## src/rtl/ppu_vram_arbiter.sv

```systemverilog
// Single-port PPU VRAM arbiter: background fetcher, sprite fetcher and a
// one-entry buffered CPU port, with starvation protection for the CPU.
module ppu_vram_arbiter #(
  parameter int ADDR_W       = 14,
  parameter int DATA_W       = 8,
  parameter int STARVE_LIMIT = 16
) (
  input  logic              clk,
  input  logic              rst,
  input  logic              rendering_en,
  input  logic              bg_req,
  input  logic [ADDR_W-1:0] bg_addr,
  output logic              bg_gnt,
  output logic              bg_data_valid,
  input  logic              spr_req,
  input  logic [ADDR_W-1:0] spr_addr,
  output logic              spr_gnt,
  output logic              spr_data_valid,
  input  logic              cpu_req,
  input  logic              cpu_we,
  input  logic [ADDR_W-1:0] cpu_addr,
  input  logic [DATA_W-1:0] cpu_wdata,
  output logic              cpu_busy,
  output logic              cpu_done,
  output logic [DATA_W-1:0] cpu_rdata,
  output logic              cpu_overrun,
  output logic [ADDR_W-1:0] vram_addr,
  output logic              vram_we,
  output logic [DATA_W-1:0] vram_wdata,
  input  logic [DATA_W-1:0] vram_rdata
);

  localparam logic [1:0] C_IDLE = 2'd0;
  localparam logic [1:0] C_PEND = 2'd1;
  localparam logic [1:0] C_WAIT = 2'd2;

  localparam logic [1:0] OWN_NONE = 2'd0;
  localparam logic [1:0] OWN_BG   = 2'd1;
  localparam logic [1:0] OWN_SPR  = 2'd2;
  localparam logic [1:0] OWN_CPU  = 2'd3;

  localparam logic [7:0] STARVE_MAX = 8'(STARVE_LIMIT);

  logic [1:0]        c_state_reg;
  logic              cpu_we_reg;
  logic [ADDR_W-1:0] cpu_addr_reg;
  logic [DATA_W-1:0] cpu_wdata_reg;
  logic [7:0]        starve_cnt_reg;
  logic [1:0]        owner_reg;
  logic [ADDR_W-1:0] addr_hold_reg;
  logic [DATA_W-1:0] wdata_hold_reg;
  logic [DATA_W-1:0] cpu_rdata_reg;
  logic              cpu_done_reg;
  logic              cpu_overrun_reg;

  logic cpu_pend;
  logic cpu_starved;
  logic gnt_bg;
  logic gnt_spr;
  logic gnt_cpu;
  logic [1:0] owner_next;

  assign cpu_pend    = (c_state_reg == C_PEND);
  assign cpu_starved = (starve_cnt_reg == STARVE_MAX);

  // Grants are held off during reset so nothing reaches the VRAM while rst is high.
  always_comb begin
    gnt_bg  = 1'b0;
    gnt_spr = 1'b0;
    gnt_cpu = 1'b0;
    if (!rst) begin
      if (!rendering_en) begin
        if (cpu_pend)     gnt_cpu = 1'b1;
        else if (bg_req)  gnt_bg  = 1'b1;
        else if (spr_req) gnt_spr = 1'b1;
      end else begin
        if (cpu_pend && cpu_starved) gnt_cpu = 1'b1;
        else if (bg_req)             gnt_bg  = 1'b1;
        else if (spr_req)            gnt_spr = 1'b1;
        else if (cpu_pend)           gnt_cpu = 1'b1;
      end
    end
  end

  always_comb begin
    if (gnt_cpu)      vram_addr = cpu_addr_reg;
    else if (gnt_bg)  vram_addr = bg_addr;
    else if (gnt_spr) vram_addr = spr_addr;
    else              vram_addr = addr_hold_reg;
  end

  assign vram_we    = gnt_cpu & cpu_we_reg;
  assign vram_wdata = vram_we ? cpu_wdata_reg : wdata_hold_reg;

  always_comb begin
    owner_next = OWN_NONE;
    if (gnt_bg)                     owner_next = OWN_BG;
    else if (gnt_spr)               owner_next = OWN_SPR;
    else if (gnt_cpu && !cpu_we_reg) owner_next = OWN_CPU;
  end

  always_ff @(posedge clk) begin
    if (rst) begin
      c_state_reg     <= C_IDLE;
      cpu_we_reg      <= 1'b0;
      cpu_addr_reg    <= '0;
      cpu_wdata_reg   <= '0;
      starve_cnt_reg  <= 8'd0;
      owner_reg       <= OWN_NONE;
      addr_hold_reg   <= '0;
      wdata_hold_reg  <= '0;
      cpu_rdata_reg   <= '0;
      cpu_done_reg    <= 1'b0;
      cpu_overrun_reg <= 1'b0;
    end else begin
      addr_hold_reg  <= vram_addr;
      wdata_hold_reg <= vram_wdata;
      owner_reg      <= owner_next;
      cpu_done_reg   <= 1'b0;

      // Any request outside C_IDLE (including the cycle the buffer drains) is dropped.
      if (cpu_req && c_state_reg != C_IDLE)
        cpu_overrun_reg <= 1'b1;

      case (c_state_reg)
        C_IDLE: begin
          if (cpu_req) begin
            cpu_we_reg    <= cpu_we;
            cpu_addr_reg  <= cpu_addr;
            cpu_wdata_reg <= cpu_wdata;
            c_state_reg   <= C_PEND;
          end
        end
        C_PEND: begin
          if (gnt_cpu) begin
            if (cpu_we_reg) begin
              c_state_reg  <= C_IDLE;
              cpu_done_reg <= 1'b1;
            end else begin
              c_state_reg <= C_WAIT;
            end
          end
        end
        C_WAIT: begin
          cpu_rdata_reg <= vram_rdata;
          cpu_done_reg  <= 1'b1;
          c_state_reg   <= C_IDLE;
        end
        default: c_state_reg <= C_IDLE;
      endcase

      if (!cpu_pend || gnt_cpu)
        starve_cnt_reg <= 8'd0;
      else if (rendering_en && !cpu_starved)
        starve_cnt_reg <= starve_cnt_reg + 8'd1;
    end
  end

  assign bg_gnt         = gnt_bg;
  assign spr_gnt        = gnt_spr;
  assign bg_data_valid  = (owner_reg == OWN_BG);
  assign spr_data_valid = (owner_reg == OWN_SPR);
  assign cpu_busy       = (c_state_reg != C_IDLE);
  assign cpu_done       = cpu_done_reg;
  assign cpu_rdata      = cpu_rdata_reg;
  assign cpu_overrun    = cpu_overrun_reg;

endmodule

```

## config.mk

```make
export PLATFORM = sky130hd
export DESIGN_NAME = ppu_vram_arbiter
export DESIGN_NICKNAME = d
export VERILOG_FILES = /design/src/rtl/ppu_vram_arbiter.sv
export SDC_FILE = /design/constraint.sdc
export NUM_CORES = 1
export LEC_CHECK = 0
export BUFFER_PORTS_ARGS = -buffer_cell sky130_fd_sc_hd__buf_2
export CAP_MARGIN = 20
export CORE_AREA = 2 2 87 89
export DETAILED_ROUTE_END_ITERATION = 8
export DIE_AREA = 0 0 89 91
export HOLD_SLACK_MARGIN = 0.02
export PLACE_DENSITY = 0.75
export SKIP_LAST_GASP = 1
export SYNTH_ARGS = -nofsm -noshare
export SYNTH_HDL_FRONTEND = slang
export SYNTH_SLANG_ARGS = --single-unit
```

## constraint.sdc

```tcl
create_clock -name clk -period 1.9 [get_ports clk]
set_clock_uncertainty 0.1 [all_clocks]
set_input_delay 0.095 -clock clk [delete_from_list [all_inputs] [get_ports clk]]
set_output_delay 0.095 -clock clk [all_outputs]
set_load 0.005 [all_outputs]
```

# [After elaboration in Yosys (flattened, before gate mapping)]
# Cells that the tools add are included.
[classes] addsub=1 multipliers=0 n_div=0 n_lt_le_gt_ge=0 n_eq_ne=7 shift=0 muxes=31 bitwise_logic=1 reduce_logical=14
[op_table] operator="$mux 14" n=3
[op_table] operator="$mux 1" n=20
[op_table] operator="$mux 2" n=5
[op_table] operator="$add 8x1->8 const B" n=1
[op_table] operator="$eq 8x5->1 const B" n=1
[op_table] operator="$mux 8" n=1
[op_table] operator="$eq 2x1->1 const B" n=2
[op_table] operator="$eq 2x2->1 const B" n=2
[op_table] operator="$logic_and 1x1->1" n=4
[op_table] operator="$pmux 2 s2" n=1
[op_table] operator="$reduce_and 2->1" n=2
[op_table] operator="$reduce_or 2->1" n=2
[op_table] operator="$logic_not 1->1" n=3
[op_table] operator="$logic_not 2->1" n=1
[op_table] operator="$ne 2x1->1 const B" n=1
[op_table] operator="$ne 2x2->1 const B" n=1
[op_table] operator="$pmux 1 s2" n=1
[op_table] operator="$reduce_bool 2->1" n=1
[op_table] operator="$and 1x1->1" n=1
[op_table] operator="$logic_or 1x1->1" n=1
[totals] ff_bits=67 latch_bits=0 ramBits=0 mem_bits_ro=0 output_inout_bits=38 word_cells=66 memories=0

# [Longest topological paths before layout]
[depth] ltp_word=11 mapped_depth=9 ltp_nobuf=7

# [Least setup slack after synthesis]
# Ideal clock, no wire load.
[synth_path] path_kind="register -> register" from="reg starve_cnt_reg[0]" to="reg wdata_hold_reg[3]" arrival_time_ns=1.635 slack_ns=0.027 stages_incl_launch_ff=8 path_buffers=0 path_cell_list="dfxtp_1 -> inv_1 -> ha_1 -> nor4b_4 -> a31oi_4 -> nand3b_4 -> mux2_4 -> nor2b_4"
[synth_via] elab_chain_cells=7
[synth_rtl] element="start, declared" line_no="48" text="logic [7:0] starve_cnt_reg;"
[synth_rtl] element="start signal, assigned" line_no="155" text="starve_cnt_reg <= starve_cnt_reg + 8'd1;"
[synth_rtl] element="$eq 8x5->1" line_no="64" text="assign cpu_starved = (starve_cnt_reg == STARVE_MAX);"
[synth_rtl] element="$logic_and 1x1->1" line_no="77" text="if (cpu_pend && cpu_starved) gnt_cpu = 1'b1;"
[synth_rtl] element="$mux 1" line_no="77"
[synth_rtl] element="$mux 1" line_no="72" text="if (!rendering_en) begin"
[synth_rtl] element="$mux 1" line_no="71" text="if (!rst) begin"
[synth_rtl] element="$and 1x1->1" line_no="92" text="assign vram_we = gnt_cpu & cpu_we_reg;"
[synth_rtl] element="$mux 8" line_no="93" text="assign vram_wdata = vram_we ? cpu_wdata_reg : wdata_hold_reg;"
[synth_rtl] element="named net vram_wdata[3]" line_no="29" text="output logic [DATA_W-1:0] vram_wdata,"
[synth_rtl] element="end signal, assigned" line_no="117" text="wdata_hold_reg <= vram_wdata;"
[synth_rtl] element="end, declared" line_no="51" text="logic [DATA_W-1:0] wdata_hold_reg;"
# The timed path passes the listed nets, and every way through them passes these cells.
# A chain may end at the register's enable or synchronous reset.

# [Final worst setup path]
[layout_path] from="reg starve_cnt_reg[1]" to="out vram_addr[10]"
[layout_via] elab_chain_cells=8 elab_cells_between_ends=14
[layout_rtl] element="$eq 8x5->1 *" line_no="64"
[layout_rtl] element="$logic_and 1x1->1 *" line_no="77"
[layout_rtl] element="$mux 1" line_no="77"
[layout_rtl] element="$mux 1" line_no="72"
[layout_rtl] element="$mux 1" line_no="71"
[layout_rtl] element="$mux 14" line_no="88" text="else if (gnt_spr) vram_addr = spr_addr;"
[layout_rtl] element="$mux 14" line_no="87" text="else if (gnt_bg) vram_addr = bg_addr;"
[layout_rtl] element="$mux 14 *" line_no="86" text="if (gnt_cpu) vram_addr = cpu_addr_reg;"
[layout_rtl] element="end, declared" line_no="27" text="output logic [ADDR_W-1:0] vram_addr,"
# Mark *: on every way between the ends. The rest lies on a longest branch, timed or not.

==> out/summary.txt <==
Outcome - finished, violations left
Failing checks - negative setup slack
First-pass GRT wire length - 15.1 mm
Synth async-reset ratio - 0
Footprint of the multi-input gates - 1970 um2
First-pass DRT Iterations - 4
Critical path class - register to primary output
Seq cells post-synth - 67
Iter 0 DRT Violations - 200
Worst-case clock buffer depth - 2
Synth Area in Compound Gates - 0.226
Max Slew Vio Count - 0
Post-synthesis mux area share - 0.0623
Synth Warn # - 0
# setup viols final - 48
Adder-Cell Fraction of Synth Area - 0.0195
Register area - 1340 um2
Worst EP arrival - 2.28 ns
Largest family of logic cells by synthesized area - compound AO/OA/AOI/OAI gates
Worst relative slew slack - 0.643
Post-synthesis xor/xnor area fraction - 0.0163
Post-Synthesis Cells - 343
Gpl congestion - 0.885
RR Startpoint - starve_cnt_reg[1]
Reg2Reg Depth - 10
Worst Setup End Kind - primary output
Root Driver - clkbuf_8
CTS buffer count - 9
Hold Vio Cnt, Final - 0
Area delta synth->final - 57.0%
Mapped cell area - 3220 um2
Beginning of the worst hold path - bg_addr[7]
TritonCTS clock tree - yes
Largest net degree at the start of global routing - 37
Crit-path max FO - 7
Reg2reg end - wdata_hold_reg[1]
Distinct cells, synth - 43
GRT Util Overall - 0.238
EDFF count, synth - 0
Post-DP HPWL - 5.91 mm
Io pins - 103
Top_reg_cell synth - dfxtp_1
DRC violations left - 0
PD cells - 730 nW/um2
F_max - 404 MHz
Worst vdd ir - 0.000502 V
WL final - 10.1 mm
Syn Nets - 413
Clk sinks - 67
Req. time, crit path - 1.70 ns
Vias in the first global route - 3,291
Drt via density - 5.29
Nets - 580
Layout cell share with drive strength beyond 1 - 0.441
Fill cells - 534
Initial antenna violation count - 0
Die area - 8100 um2
ANT cells - 0
H-tree Lvls - 3
Core area - 7140 um2
LEAKAGE - 2.27 nW
Cells after DPL - 546
Die X - 89 um
Seq/Total Area, Yosys - 0.417
CP startpoint - starve_cnt_reg[1]
R2R Setup Slk - -0.27 ns
Via count - 3,245
Routed length per instance - 16.4 um
Clk_lat worst skew - 0.35 ns
Routed Antenna Nets - 0
Setup ws final - -0.573 ns
Post-route insts no fill - 614
Path category of the worst min-delay check - input pin to register
Hold slack - 0.0156 ns
Placement row count - 31
Clock slew seen by the registers of the worst setup and hold paths - 0.07 ns
Simple-Gate Fraction of Synth Area - 0.206
Initial core utilization - 0.451
Unrepaired setup endpoints after global routing - true
Die extent in y - 91 um
Gr ovfl total - 0
Worst setup path endpoint - vram_addr[10]
Startpoint types - register
Tightest Pin Transition - 0.535 ns
Final Critical Period - 2.47 ns
Mapped Avg Cell Area - 9.37 um2
PortBufs - 102
Max Cap Viol - 0
Fin crit share - 1.30
## synthesized netlist by cell type, drive strengths merged, types with 3 or more instances
master / n / area [um2]
a21oi: 42 / 214
a2bb2oi: 14 / 173
and3: 3 / 18.8
buf: 12 / 81.3
clkbuf: 12 / 55.1
dfxtp: 67 / 1340
ha: 5 / 62.6
inv: 9 / 33.8
mux2: 8 / 120
mux2i: 8 / 80.1
nand2: 65 / 244
nand4: 3 / 25.0
nor2: 34 / 128
nor2b: 11 / 129
o21ai: 3 / 15.0
o31ai: 14 / 105
o41ai: 14 / 183
xnor2: 3 / 26.3
xor2: 3 / 26.3
## what timing repair did
action | 4_1_cts | 5_1_grt
endpoints found under the setup margin | 45 | 59
hold buffers | 35 | 0
pin swaps | 10 | 13
setup buffers | 9 | 6
hold endpoints to repair | 36 | 0
cloned | 4 | 1
gates resized for setup | 37 | 27
## cell families (layout without fill, tap and decap cells)
group | count (synthesis) | in the layout
AOI/OAI and AO/OA | 90 | 90
xor gates and xnor gates | 6 | 6
adders and majority gates | 5 | 5
buffers and inverters | 33 | 203
DFF | 67 | 67
muxes | 16 | 16
and+or+nand+nor | 126 | 128
## final cells by class
class,instances,area share
multi-input combinational,245,0.390
timing repair buffer,178,0.268
sequential,67,0.266
clock buffer,10,0.0273
tap,99,0.0245
clock inverter,6,0.0176
inverter,9,0.00669
## power breakdown
| part | total, mW | internal (mW) | switching, mW |
|---|---|---|---|
| Sequential | 1.53 | 1.48 | 0.0503 |
| Combinational | 0.794 | 0.415 | 0.379 |
| Clock | 1.36 | 0.774 | 0.583 |
| Total | 3.69 | 2.67 | 1.01 |
## per-layer routing
layer | share of wire | GRT usage | routed length, um
met1 | 0.40 | 0.287 | 4000
met4 | 0.035 | 0.0995 | 354
met3 | 0.060 | 0.0527 | 599
met2 | 0.51 | 0.402 | 5110
met5 | 0 | 0 | 0
## worst max-delay path: stages, from the launching register on
cell       delay (ns)
dfxtp_2          0.33
inv_2            0.06
ha_4             0.12
nor4b_4          0.21
buf_4            0.17
nand4_4          0.17
nand2_4          0.17
buf_8            0.15
a2bb2oi_1        0.31
o31ai_2          0.10
buf_2            0.13
## through the flow
step,cell area (um2),worst slack [ns],TNS (ns),power [mW],utilization
6_report,5050,-0.573,-14.41,3.69,0.708
3_3_place_gp,3950,-0.114,-1.01,2.12,0.554
5_1_grt,5050,-0.704,-19.00,3.82,0.708
2_1_floorplan,3220,0.0265,0,1.90,-
3_5_place_dp,3950,-0.163,-2.85,2.13,0.554
4_1_cts,4880,-0.487,-11.42,3.61,0.684
## layout by cell type, fill, tap and decap left out, types with 3 or more instances in the layout
master         Yosys  routed
xor2_1             3       3
o31ai_1           14       5
buf_4              1      24
o41ai_2            8       9
and3_1             3       3
nand2_1           65      64
o41ai_1            6       4
mux2i_1            8       8
a2bb2oi_1          6       3
dlygate4sd3_1      0      35
xnor2_1            3       3
ha_1               5       3
a21oi_1           41      40
a2bb2oi_4          0       5
buf_12             0       4
buf_6              2      18
mux2_4             8       8
clkbuf_8           1      10
o31ai_2            0       8
nor2b_4            8       9
inv_1              9       6
buf_2              5      94
inv_2              0       3
dfxtp_1           67      65
a2bb2oi_2          8       6
nor2_1            34      33
## worst min path at each step
stage	end	slack [ns]	cells after the start
5_1_grt	addr_hold_reg[5]	0.04	3
3_3_place_gp	cpu_rdata[1]	0.23	3
4_1_cts	addr_hold_reg[7]	0.02	3
3_5_place_dp	cpu_wdata_reg[5]	0.24	3
2_1_floorplan	cpu_addr_reg[0]	0.13	2
6_report	addr_hold_reg[7]	0.02	3
(Power assumes the default switching activity.)
